===== src/rtl/uart_sched_pkg.sv =====
// Shared types and constants for the UART transmit scheduler: FSM states,
// baud selection codes and default timing parameters.
package uart_sched_pkg;

    typedef enum logic [1:0] {
        IDLE      = 2'd0,
        LOAD      = 2'd1,
        WAIT_DONE = 2'd2,
        GAP       = 2'd3
    } sched_state_t;

    localparam logic [2:0] BAUD_9600   = 3'd0;
    localparam logic [2:0] BAUD_19200  = 3'd1;
    localparam logic [2:0] BAUD_38400  = 3'd2;
    localparam logic [2:0] BAUD_57600  = 3'd3;
    localparam logic [2:0] BAUD_115200 = 3'd4;

    localparam int GAP_CYCLES_DEF = 16;
    localparam int TIMEOUT_DEF    = 70000;

    // Counter width that can hold 0..n-1, never narrower than one bit.
    function automatic int cnt_width(input int n);
        return (n < 2) ? 1 : $clog2(n);
    endfunction

endpackage


===== src/rtl/uart_tx_scheduler_rr_arbiter.sv =====
// Combinational round-robin arbiter: grants the first request found searching
// upward from (ptr+1) with wrap. Shared by the peripheral schedulers.
module rr_arbiter #(
    parameter int N_REQ = 4,
    parameter int IDX_W = (N_REQ > 1) ? $clog2(N_REQ) : 1
) (
    input  logic [N_REQ-1:0] req,
    input  logic [IDX_W-1:0] ptr,
    output logic [N_REQ-1:0] gnt,
    output logic [IDX_W-1:0] gnt_idx,
    output logic             any
);

    logic found;
    int   j;

    always_comb begin
        gnt     = '0;
        gnt_idx = '0;
        any     = |req;
        found   = 1'b0;
        j       = 0;
        for (int k = 1; k <= N_REQ; k++) begin
            j = (int'(ptr) + k) % N_REQ;
            if (!found && req[IDX_W'(j)]) begin
                found             = 1'b1;
                gnt[IDX_W'(j)]    = 1'b1;
                gnt_idx           = IDX_W'(j);
            end
        end
    end

endmodule


===== src/rtl/uart_tx_scheduler.sv =====
// Shares one UART byte transmitter between N_REQ producers: round-robin accept,
// one-cycle send pulse, wait for completion with watchdog, then an idle gap.
module uart_tx_scheduler
    import uart_sched_pkg::*;
#(
    parameter int N_REQ      = 4,
    parameter int GAP_CYCLES = GAP_CYCLES_DEF,
    parameter int TIMEOUT    = TIMEOUT_DEF
) (
    input  logic               clk,
    input  logic               n_reset,
    input  logic [N_REQ-1:0]   req_valid,
    input  logic [8*N_REQ-1:0] req_data,
    output logic [N_REQ-1:0]   req_ready,
    input  logic [2:0]         baud_sel,
    output logic [7:0]         tx_data,
    output logic               tx_send_go,
    output logic [2:0]         tx_baud_set,
    input  logic               tx_done,
    output logic               busy,
    output logic [2:0]         grant_id,
    output logic               timeout_err
);

    localparam int IDX_W = (N_REQ > 1) ? $clog2(N_REQ) : 1;
    localparam int TMO_W = cnt_width(TIMEOUT);
    localparam int GAP_W = cnt_width(GAP_CYCLES + 1);
    localparam logic [TMO_W-1:0] TMO_LAST = TMO_W'(TIMEOUT - 1);
    localparam logic [GAP_W-1:0] GAP_LAST = GAP_W'((GAP_CYCLES > 0) ? GAP_CYCLES - 1 : 0);

    sched_state_t     state;
    logic [IDX_W-1:0] ptr;
    logic [TMO_W-1:0] tmo_cnt;
    logic [GAP_W-1:0] gap_cnt;
    logic [N_REQ-1:0] gnt;
    logic [IDX_W-1:0] gnt_idx;
    logic             any;

    rr_arbiter #(.N_REQ(N_REQ), .IDX_W(IDX_W)) u_arb (
        .req     (req_valid),
        .ptr     (ptr),
        .gnt     (gnt),
        .gnt_idx (gnt_idx),
        .any     (any)
    );

    always_ff @(posedge clk or negedge n_reset) begin
        if (!n_reset) begin
            state       <= IDLE;
            ptr         <= IDX_W'(N_REQ - 1);
            req_ready   <= '0;
            tx_send_go  <= 1'b0;
            tx_data     <= '0;
            tx_baud_set <= '0;
            busy        <= 1'b0;
            grant_id    <= '0;
            timeout_err <= 1'b0;
            tmo_cnt     <= '0;
            gap_cnt     <= '0;
        end else begin
            req_ready  <= '0;
            tx_send_go <= 1'b0;
            case (state)
                IDLE: if (any) begin
                    req_ready   <= gnt;
                    tx_data     <= req_data[int'(gnt_idx)*8 +: 8];
                    tx_baud_set <= baud_sel;
                    grant_id    <= 3'(gnt_idx);
                    ptr         <= gnt_idx;
                    busy        <= 1'b1;
                    state       <= LOAD;
                end
                LOAD: begin
                    tx_send_go <= 1'b1;
                    tmo_cnt    <= '0;
                    state      <= WAIT_DONE;
                end
                WAIT_DONE: begin
                    // A completion on the terminal count still counts as success.
                    if (tx_done || tmo_cnt == TMO_LAST) begin
                        timeout_err <= !tx_done;
                        gap_cnt     <= '0;
                        if (GAP_CYCLES == 0) begin
                            state <= IDLE;
                            busy  <= 1'b0;
                        end else begin
                            state <= GAP;
                        end
                    end else begin
                        tmo_cnt <= tmo_cnt + 1'b1;
                    end
                end
                GAP: begin
                    if (gap_cnt == GAP_LAST) begin
                        state <= IDLE;
                        busy  <= 1'b0;
                    end else begin
                        gap_cnt <= gap_cnt + 1'b1;
                    end
                end
                default: state <= IDLE;
            endcase
        end
    end

endmodule


===== config.mk =====
export PLATFORM = sky130hd
export DESIGN_NAME = uart_tx_scheduler
export DESIGN_NICKNAME = d
export VERILOG_FILES = /design/src/rtl/uart_sched_pkg.sv /design/src/rtl/uart_tx_scheduler_rr_arbiter.sv /design/src/rtl/uart_tx_scheduler.sv
export SDC_FILE = /design/constraint.sdc
export NUM_CORES = 1
export LEC_CHECK = 0
export ABC_AREA = 1
export CAP_MARGIN = 20
export CORE_MARGIN = 8
export CORE_UTILIZATION = 47
export CTS_BUF_LIST = sky130_fd_sc_hd__clkbuf_16
export CTS_CLUSTER_DIAMETER = 150
export DETAILED_ROUTE_END_ITERATION = 6
export PLACE_DENSITY = 0.77
export SLEW_MARGIN = 25
export SYNTH_ARGS = -nofsm -noshare
export SYNTH_HDL_FRONTEND = slang
export SYNTH_SLANG_ARGS = --single-unit

===== constraint.sdc =====
create_clock -name clk -period 2.2 [get_ports clk]
set_input_delay 0.22 -clock clk [delete_from_list [all_inputs] [get_ports clk]]
set_output_delay 0.22 -clock clk [all_outputs]
set_load 0.01 [all_outputs]

==> flow_summary.json, run 1 <==
{
  "status": "complete, but fails checks",
  "violations": "setup timing",
  "antenna_cells": 0,
  "grt_use_total_pct": 17.66,
  "drive_above_1_share_pct": 14.31,
  "syn_nets": 481,
  "dp_hpwl_um": 5912,
  "synth_top_area_share_pct": 35.63,
  "syn_area_per_cell_um2": 7.272,
  "synthTopCellsByArea": "dfrtp_1 (36%), nand2_1 (15%), inv_1 (8.1%)",
  "portBuffers": 61,
  "crit_arrival_ns": 2.42,
  "area_delta_synth_final_pct": 36.56,
  "setup_viol": 2,
  "grt_start_max_net_pins": 47,
  "max_stage_delay_ns": 0.59,
  "dieArea_um2": 9426,
  "synthDistinctLibCells": 39,
  "post-route-min-period_ns": 2.235,
  "pre_cts_ws_ns": -0.06986,
  "clk_latency_ns": 0.29,
  "grt_overflow_total": 0,
  "postRouteAntennaNets": 0,
  "grt_first_pass_wirelength_um": 14240,
  "path_delay_family": "simple AND/OR/NAND/NOR gates",
  "synth_flop_cell": "dfrtp_1",
  "cts_buffer_depth": 2,
  "leakage_uw": 0.002082,
  "viasPerCell": 5.368,
  "relSlewSlack_pct": 61.40,
  "die_y_um": 97.09,
  "rows": 29,
  "drt_wl_total_um": 8783,
  "design_area_um2": 4220,
  "path_cells": "inv_8 > ha_4 > inv_4 > nand3_2 > nand2_2 > nor2_4 > nand2_8 > nand3_4 > buf_6 > nand3b_1 > nand3_1 > nand2_1 > nand2_1 > nand2_1",
  "cp_common_cell": "nand2_1",
  "drtPass1Iterations": 5,
  "worst_path_max_delay_cell": "dfstp_2",
  "initial_utilization_pct": 48.67,
  "coreArea_um2": 6350,
  "final.setup.worst_slack_ns": -0.03541,
  "synth.most_common_cell": "nand2_1",
  "ys.warnings.count": 0,
  "antenna_found_initial": 0,
  "async_flop_share_pct": 100.0,
  "critical_path.max_fanout": 7,
  "yosys_register_bits": 46,
  "gp_congestion": 0.9378,
  "slew_violations": 0,
  "hp-class": "in2async",
  "grt_pass1_vias": 3174,
  "fmax_mhz": 447.3,
  "drtIter0Drc": 138,
  "power_density_nw_per_um2": 1595,
  "crit_type": "reg2reg",
  "vdd_drop_max_mv": 0.9669,
  "clkTransAtPathRegs_ns": 0.06,
  "synth_top_cell_by_area": "dfrtp_1",
  "cts_hold_buf": 0,
  "fin_hold_ws_ns": 0.003740,
  "rsz0062_at_grt": "true",
  "placed_cells": 566,
  "cts_buffers": 5,
  "netlist_area_um2": 3090,
  "cts_tree": "yes",
  "place_area_um2": 3832,
  "drv_cap": 0,
  "critPathCaptureType": "flip-flop",
  "dr_total_vias": 3151,
  "ios": 63,
  "final_cells": 587,
  "period_share_pct": 101.6,
  "nets": 565,
  "crit_required_ns": 2.38,
  "wl_per_cell_um": 14.96,
  "ys_seq_area_share_pct": 37.33,
  "die_w_um": 97.09,
  "drc_errors": 0,
  "cts-root-buf": "clkbuf_16",
  "startpoint_type": "flip-flop",
  "syn_inst": 425,
  "cts-htree-levels": 2,
  "synth_common_cells": "nand2_1 (120), inv_1 (67), nand3_1 (49)",
  "worst-path-buf-inv": 3,
  "finalHoldViolCount": 0,
  "tightest_slew_ns": 0.5737,
  "cts_sinks": 46,
  "finClkSkew_ns": 0.003403,
  "synth-edff-count": 0
}
==> power by group <==
| part | switching [µW] | internal (µW) | total, µW | leakage [µW] |
|---|---|---|---|---|
| combinational | 2790 | 1920 | 4700 | 0.00141 |
| sequential | 185 | 1120 | 1310 | 0.000601 |
| clock | 310 | 411 | 721 | 0.0000724 |
==> through the flow <==
step	utilization, %	setup TNS, ns	power [µW]
CTS	63.41	0	6007
global placement	60.35	-0.03168	4924
global route	66.46	-0.9348	7303
detailed placement	60.35	-0.2233	5009
floorplan	-	0	3929
finish	66.46	-0.04130	6732
==> cells by family after synthesis <==
family	Yosys count	synth area share, %
flops	46	37.33
compound gates	51	9.839
other cells	1	0.1213
fa+ha+maj	14	5.668
xor+xnor	3	0.8504
buf+inv	80	10.89
simple gates	230	35.30
==> final timing paths <==
| kind | end | slack [ns] | cells after the start | startpoint |
|---|---|---|---|---|
| max in group asynchronous | ptr[0] | 1.80 | 2 | n_reset |
| worst max-delay path | tx_data[1] | -0.04 | 14 | ptr[0] |
| worst min-delay path | req_ready[3] | 0.004 | 2 | n_reset |
| min in group clk | tx_baud_set[1] | 0.47 | 3 | baud_sel[1] |
| worst max register to register | tx_data[1] | -0.04 | 14 | ptr[0] |
| worst min register to register | tx_baud_set[1] | 0.47 | 2 | tx_baud_set[1] |
==> sequential cells by signal, summed over array words and instances, names as in the netlist <==
| register | flops |
|---|---|
| tmo_cnt | 17 |
| tx_data | 8 |
| gap_cnt | 5 |
| req_ready | 4 |
| tx_baud_set | 3 |
| grant_id | 2 |
| ptr | 2 |
| state | 2 |
| busy | 1 |
| timeout_err | 1 |
| tx_send_go | 1 |
==> routing by layer <==
metal  wire length (µm)  vias to the layer above  track usage (%)  share of wire (%)
li1                   -                     1538                -                  -
met1               3750                     1467            21.46                 43
met2               4202                      122            28.70                 48
met3                621                       24            5.334                7.1
met4                208                        0            6.391                2.4
met5                  0                        -                0                  0
==> layout by cell type, fill, tap and decap left out, types with 4 or more instances in the layout <==
cell type	count
clkdlybuf4s50_1	60
nand3_2	10
ha_1	13
dfrtp_1	44
inv_1	68
nand2_4	5
nand2_1	114
buf_6	4
nand2_2	9
o21ai_0	25
nand4_1	6
clkbuf_16	5
a21oi_1	8
buf_4	17
nand3_1	42
nor2_1	20
nand3b_1	8
nor3_1	7
==> final cells by class <==
cell class,count,area [µm²]
fillers,518,2130
multi-input cells,301,1743
flip-flops and latches,46,1154
repair buffers,84,813.3
inverters,71,276.5
clock buffers,5,125.1
well taps,77,96.34
clock inverters,3,12.51
==> what timing repair did <==
action / in CTS / in global routing
setup buffers: 1 / 9
cloned: 2 / 1
gates resized for setup: 7 / 23
endpoints found under the setup margin: 8 / 19
pin swaps: 1 / 29
Power figures use the tool's default switching activity.
==> inputs of run 2 (changes only) <==
--- a/config.mk
+++ b/config.mk
@@ -7,7 +7,7 @@
 export LEC_CHECK = 0
 export ABC_AREA = 1
 export CAP_MARGIN = 20
-export CORE_MARGIN = 8
+export CORE_MARGIN = 1
 export CORE_UTILIZATION = 47
 export CTS_BUF_LIST = sky130_fd_sc_hd__clkbuf_16
 export CTS_CLUSTER_DIAMETER = 150
==> run 2 against run 1 <==
Effect of this change:
- the flow now finishes without violations
- routed wire length is 12% lower
- largest power group unchanged
- largest cell class unchanged
- flip-flop and latch count stayed put
- critical path depth stayed put
- highest routed layer unchanged
- final cell count is 0.17% lower
- clock skew is 0.0023 ns higher
- via count is 2.9% lower
- sequential share of layout area stayed put
- non-clock buffer count stayed put
- maximum frequency is 1.6% higher
- first-iteration DRC count is 43% higher
==> flow_summary.json, run 2 (synthesis gave the netlist of run 1 again) <==
{
  "reg_top3": "tmo_cnt x17, tx_data x8, gap_cnt x5",
  "startpoint": "ptr[0]",
  "finClkSkew_ns": 0.005710,
  "fin_hold_ws_ns": 0.4557,
  "post-route-min-period_ns": 2.199,
  "place_area_um2": 3872,
  "clkTransAtPathRegs_ns": 0.06,
  "mostFrequentLayoutCells": "nand2_1 (113), inv_1 (69), clkdlybuf4s50_1 (60), nand3_1 (44), dfrtp_1 (44)",
  "period_share_pct": 99.97,
  "wl_per_cell_um": 13.15,
  "grt_overflow_total": 0,
  "ff2ff_path_depth": 14,
  "drv_cap": 0,
  "dr_total_vias": 3061,
  "rows": 29,
  "fmax_mhz": 454.7,
  "rr_endpoint": "tx_data[0]",
  "grt_use_total_pct": 22.55,
  "viasPerCell": 5.224,
  "crit_type": "reg2reg",
  "clk_latency_ns": 0.28,
  "critical_path.max_fanout": 8,
  "drive_above_1_share_pct": 13.56,
  "drtIter0Drc": 198,
  "critPathCaptureType": "flip-flop",
  "ios": 63,
  "vdd_drop_max_mv": 0.8307,
  "cts_buffer_depth": 2,
  "dp_hpwl_um": 5749,
  "final_core_util_pct": 66.46,
  "design_area_um2": 4220,
  "power_density_nw_per_um2": 1554,
  "postRouteAntennaNets": 0,
  "grt_start_max_net_pins": 25,
  "nets": 564,
  "status": "completed",
  "coreArea_um2": 6350,
  "antenna_cells": 0,
  "cts_tree": "yes",
  "cts_sinks": 46,
  "relSlewSlack_pct": 63.43,
  "largest_reg_flops": 17,
  "antenna_found_initial": 0,
  "reg2reg_setup_slack_ns": 0.0007,
  "crit_required_ns": 2.37,
  "area_delta_synth_final_pct": 36.56,
  "rsz0062_at_grt": "true",
  "tns_ns": 0,
  "setup_viol": 0,
  "drc_errors": 0,
  "cts-root-buf": "clkbuf_16",
  "tightest_slew_ns": 0.5486,
  "drt_wl_total_um": 7708,
  "layout.cells.most_common": "nand2_1",
  "drtPass1Iterations": 5,
  "grt_first_pass_wirelength_um": 12720,
  "die_w_um": 83.09,
  "grt_pass1_vias": 2868,
  "crit_arrival_ns": 2.37,
  "die_y_um": 83.09,
  "leakage_uw": 0.002079,
  "finalHoldViolCount": 0,
  "startpoint_type": "flip-flop",
  "slew_violations": 0,
  "r2r_start": "ptr[0]",
  "hp-class": "in2async",
  "gp_congestion": 0.9062,
  "largest-register": "tmo_cnt",
  "dieArea_um2": 6904,
  "endpoint": "tx_data[0]",
  "portBuffers": 61,
  "cts-htree-levels": 2,
  "initial_utilization_pct": 48.67,
  "cts_buffers": 5
}
-- run 2: critical path, cell delays in order, from the launching register on --
cell       delay, ns
dfstp_2         0.58
inv_8           0.04
ha_4            0.31
inv_4           0.06
nand3_4         0.10
nand2_4         0.09
nor2_8          0.15
nand2_8         0.08
nand3_4         0.14
clkbuf_16       0.17
nand3b_1        0.11
nand3_1         0.10
nand2_1         0.05
nand2_1         0.05
nand2_1         0.05
-- run 2: metal layers --
metal | routed length, µm | share of wire, % | GRT usage [%] | vias to the layer above
met3 | 439 | 5.7 | 4.076 | 6
met5 | 0 | 0 | 0 | -
met4 | 58 | 0.75 | 5.172 | 0
met1 | 3501 | 45 | 30.75 | 1418
li1 | - | - | - | 1537
met2 | 3708 | 48 | 37.41 | 100
-- run 2: metrics by stage --
step	total power [µW]	setup WS (ns)	std cells
after floorplan	3929	0.02077	425
after global placement	5009	0.004810	568
after detailed placement	5116	-0.04301	568
after CTS	6014	0.007042	577
after global routing	7074	-0.09624	586
final	6557	0.0006659	586
-- run 2: worst min path at each step --
| stage | endpoint | cells after the start | slack, ns |
|---|---|---|---|
| 6_report | tmo_cnt[4] | 2 | 0.46 |
| 5_1_grt | tmo_cnt[16] | 1 | 0.50 |
| 4_1_cts | tmo_cnt[4] | 2 | 0.48 |
| 3_5_place_dp | tmo_cnt[4] | 1 | 0.23 |
| 3_3_place_gp | tmo_cnt[4] | 1 | 0.24 |
| 2_1_floorplan | busy | 0 | -0.08 |
-- run 2: layout make-up --
cell class                 count  area (µm²)
clock inverter                 3       37.54
tap                           77       96.34
multi-input combinational    300        1704
clock buffer                   5       125.1
timing repair buffer          84       827.0
inverter                      71       276.5
sequential                    46        1154
fill                         515        2130
-- run 2: where the power goes --
part	switching (µW)	internal, µW	total (µW)
registers	179	1120	1300
clock network	294	527	821
logic	2590	1840	4430
-- run 2: what timing repair did --
item	in CTS	in global routing
setup buffers	0	7
gates cloned	0	2
resized for setup	2	18
endpoints found under the setup margin	7	20
endpoints found under the hold margin	22	0
hold buffers	1	0
pin swaps	0	18
==> inputs of run 3 (changes only) <==
--- a/config.mk
+++ b/config.mk
@@ -13,6 +13,7 @@
 export CTS_CLUSTER_DIAMETER = 150
 export DETAILED_ROUTE_END_ITERATION = 6
 export PLACE_DENSITY = 0.77
+export RECOVER_POWER = 50
 export SLEW_MARGIN = 25
 export SYNTH_ARGS = -nofsm -noshare
 export SYNTH_HDL_FRONTEND = slang
==> run 3 against run 2 <==
Effect of this change:
- via count shrank 0.13%
- largest power group unchanged
- total power shrank 0.15%
- clock skew is essentially flat
- non-clock buffer count is the same
- register-to-register slack is essentially flat
- clock-buffer cell count is the same
- critical path depth is the same
- first-iteration DRC count shrank 2.0%
- global-route usage is the same
- the flow now finishes with violations (setup timing)
- sequential power is essentially flat
- sequential share of layout area is essentially flat
- final cell count is the same
==> flow_summary.json, run 3 (synthesis gave the netlist of run 1 again) <==
{
  "path_delay_family": "simple AND/OR/NAND/NOR gates",
  "final.setup.worst_slack_ns": -0.001278,
  "place_area_um2": 3872,
  "viasPerCell": 5.217,
  "fmax_mhz": 454.3,
  "crit_type": "reg2reg",
  "crit_required_ns": 2.37,
  "nets": 564,
  "path_cells": "inv_8 > ha_4 > inv_4 > nand3_4 > nand2_4 > nor2_8 > nand2_8 > nand3_4 > clkbuf_16 > nand3b_1 > nand3_1 > nand2_1 > nand2_1 > nand2_1",
  "status": "complete, but fails checks",
  "postRouteAntennaNets": 0,
  "cp_common_cell": "nand2_1",
  "drt_wl_total_um": 7745,
  "critPathCaptureType": "flip-flop",
  "hp-class": "reg2reg",
  "cts_buffers": 5,
  "coreArea_um2": 6350,
  "finalPower_uw": 6547,
  "largest-register": "tmo_cnt",
  "antenna_found_initial": 0,
  "setup_viol": 1,
  "rows": 29,
  "drtIter0Drc": 194,
  "layout.cells.most_common": "nand2_1",
  "grt_pass1_vias": 2868,
  "die_w_um": 83.09,
  "reg_top3": "tmo_cnt x17, tx_data x8, gap_cnt x5",
  "dp_hpwl_um": 5749,
  "dieArea_um2": 6904,
  "largest_reg_flops": 17,
  "crit_arrival_ns": 2.37,
  "wl_per_cell_um": 13.22,
  "grt_overflow_total": 0,
  "worst_path_max_delay_cell": "dfstp_2",
  "power_density_nw_per_um2": 1552,
  "cts_sinks": 46,
  "cts-htree-levels": 2,
  "design_area_um2": 4219,
  "drc_errors": 0,
  "grt_start_max_net_pins": 25,
  "relSlewSlack_pct": 12.06,
  "period_share_pct": 100.1,
  "initial_utilization_pct": 48.67,
  "placed_cells": 568,
  "antenna_cells": 0,
  "startpoint_type": "flip-flop",
  "critical_path.max_fanout": 8,
  "clk_latency_ns": 0.28,
  "slew_violations": 0,
  "area_delta_synth_final_pct": 36.52,
  "worst-path-buf-inv": 3,
  "final_cells": 586,
  "leakage_uw": 0.002091,
  "drive_above_1_share_pct": 13.36,
  "grt_first_pass_wirelength_um": 12720,
  "finClkSkew_ns": 0.005649,
  "clkTransAtPathRegs_ns": 0.06,
  "drv_cap": 0,
  "mostFrequentLayoutCells": "nand2_1 (113), inv_1 (69), clkdlybuf4s50_1 (55), nand3_1 (44), dfrtp_1 (44)",
  "cts-root-buf": "clkbuf_16",
  "tightest_slew_ns": 1.319,
  "violations": "setup timing",
  "portBuffers": 61,
  "vdd_drop_max_mv": 0.8306,
  "drtPass1Iterations": 4,
  "post-route-min-period_ns": 2.201,
  "grt_use_total_pct": 22.55,
  "tns_ns": -0.001278,
  "gp_congestion": 0.9062,
  "cts_tree": "yes",
  "cts_buffer_depth": 2,
  "finalHoldViolCount": 0,
  "dr_total_vias": 3057,
  "max_stage_delay_ns": 0.58,
  "rsz0062_at_grt": "true",
  "die_y_um": 83.09,
  "ios": 63
}
[run 3: cell count changes in the layout (fill, tap and decap cells not counted)]
cell             delta
clkdlybuf4s50_1     -5
buf_2               -1
clkbuf_1            +1
dlygate4sd3_1       +5
[run 3: where the power goes]
| part | total, µW | switching, µW | internal [µW] |
|---|---|---|---|
| clock network | 819 | 292 | 527 |
| logic | 4430 | 2600 | 1830 |
| registers | 1300 | 178 | 1120 |
[run 3: metal layers]
| metal | global-route usage (%) | up-vias | share of wire (%) |
|---|---|---|---|
| met5 | 0 | - | 0 |
| met4 | 5.172 | 0 | 0.99 |
| met3 | 4.076 | 8 | 5.1 |
| met2 | 37.41 | 92 | 48 |
| met1 | 30.75 | 1421 | 46 |
| li1 | - | 1536 | - |
[run 3: worst min-delay path: stages (launching register included)]
cell and delay [ns]:
dfrtp_1 0.34, nand2_1 0.05, nand2_1 0.05
[run 3: path summary, 6_finish.rpt]
kind                                start             end  slack [ns]  cells after the start
setup / recovery                   ptr[0]      tx_data[0]      -0.001                     14
setup reg to reg                   ptr[0]      tx_data[0]      -0.001                     14
min in group asynchronous         n_reset      tmo_cnt[4]        0.76                      2
hold reg to reg            tx_baud_set[1]  tx_baud_set[1]        0.48                      2
max in group asynchronous         n_reset          ptr[0]        0.62                      3
hold / removal             tx_baud_set[1]  tx_baud_set[1]        0.48                      2
[run 3: cell type report]
cell class                      instances  area [µm²]
Clock buffer                            5       125.1
Clock inverter                          3       37.54
Fill cell                             516        2131
Inverter                               71       276.5
Multi-Input combinational cell        300        1704
Sequential cell                        46        1154
Tap cell                               77       96.34
Timing Repair Buffer                   84       825.8
[run 3: what timing repair did]
action                     CTS  global route
pin swaps                    0            18
buffers inserted             0             7
hold endpoints to repair    22             0
hold buffers                 1             0
gates cloned                 0             2
setup endpoints to repair    7            20
resized for setup            2            18
[run 3: stage by stage]
step | hold WS, ns | utilization (%) | setup WS [ns]
floorplan | -0.07559 | - | 0.02077
global placement | 0.2357 | 60.99 | 0.004810
detailed placement | 0.2345 | 60.99 | -0.04301
CTS | 0.4751 | 63.94 | 0.007042
global route | 0.4991 | 66.44 | -0.09624
finish | 0.4797 | 66.44 | -0.001278
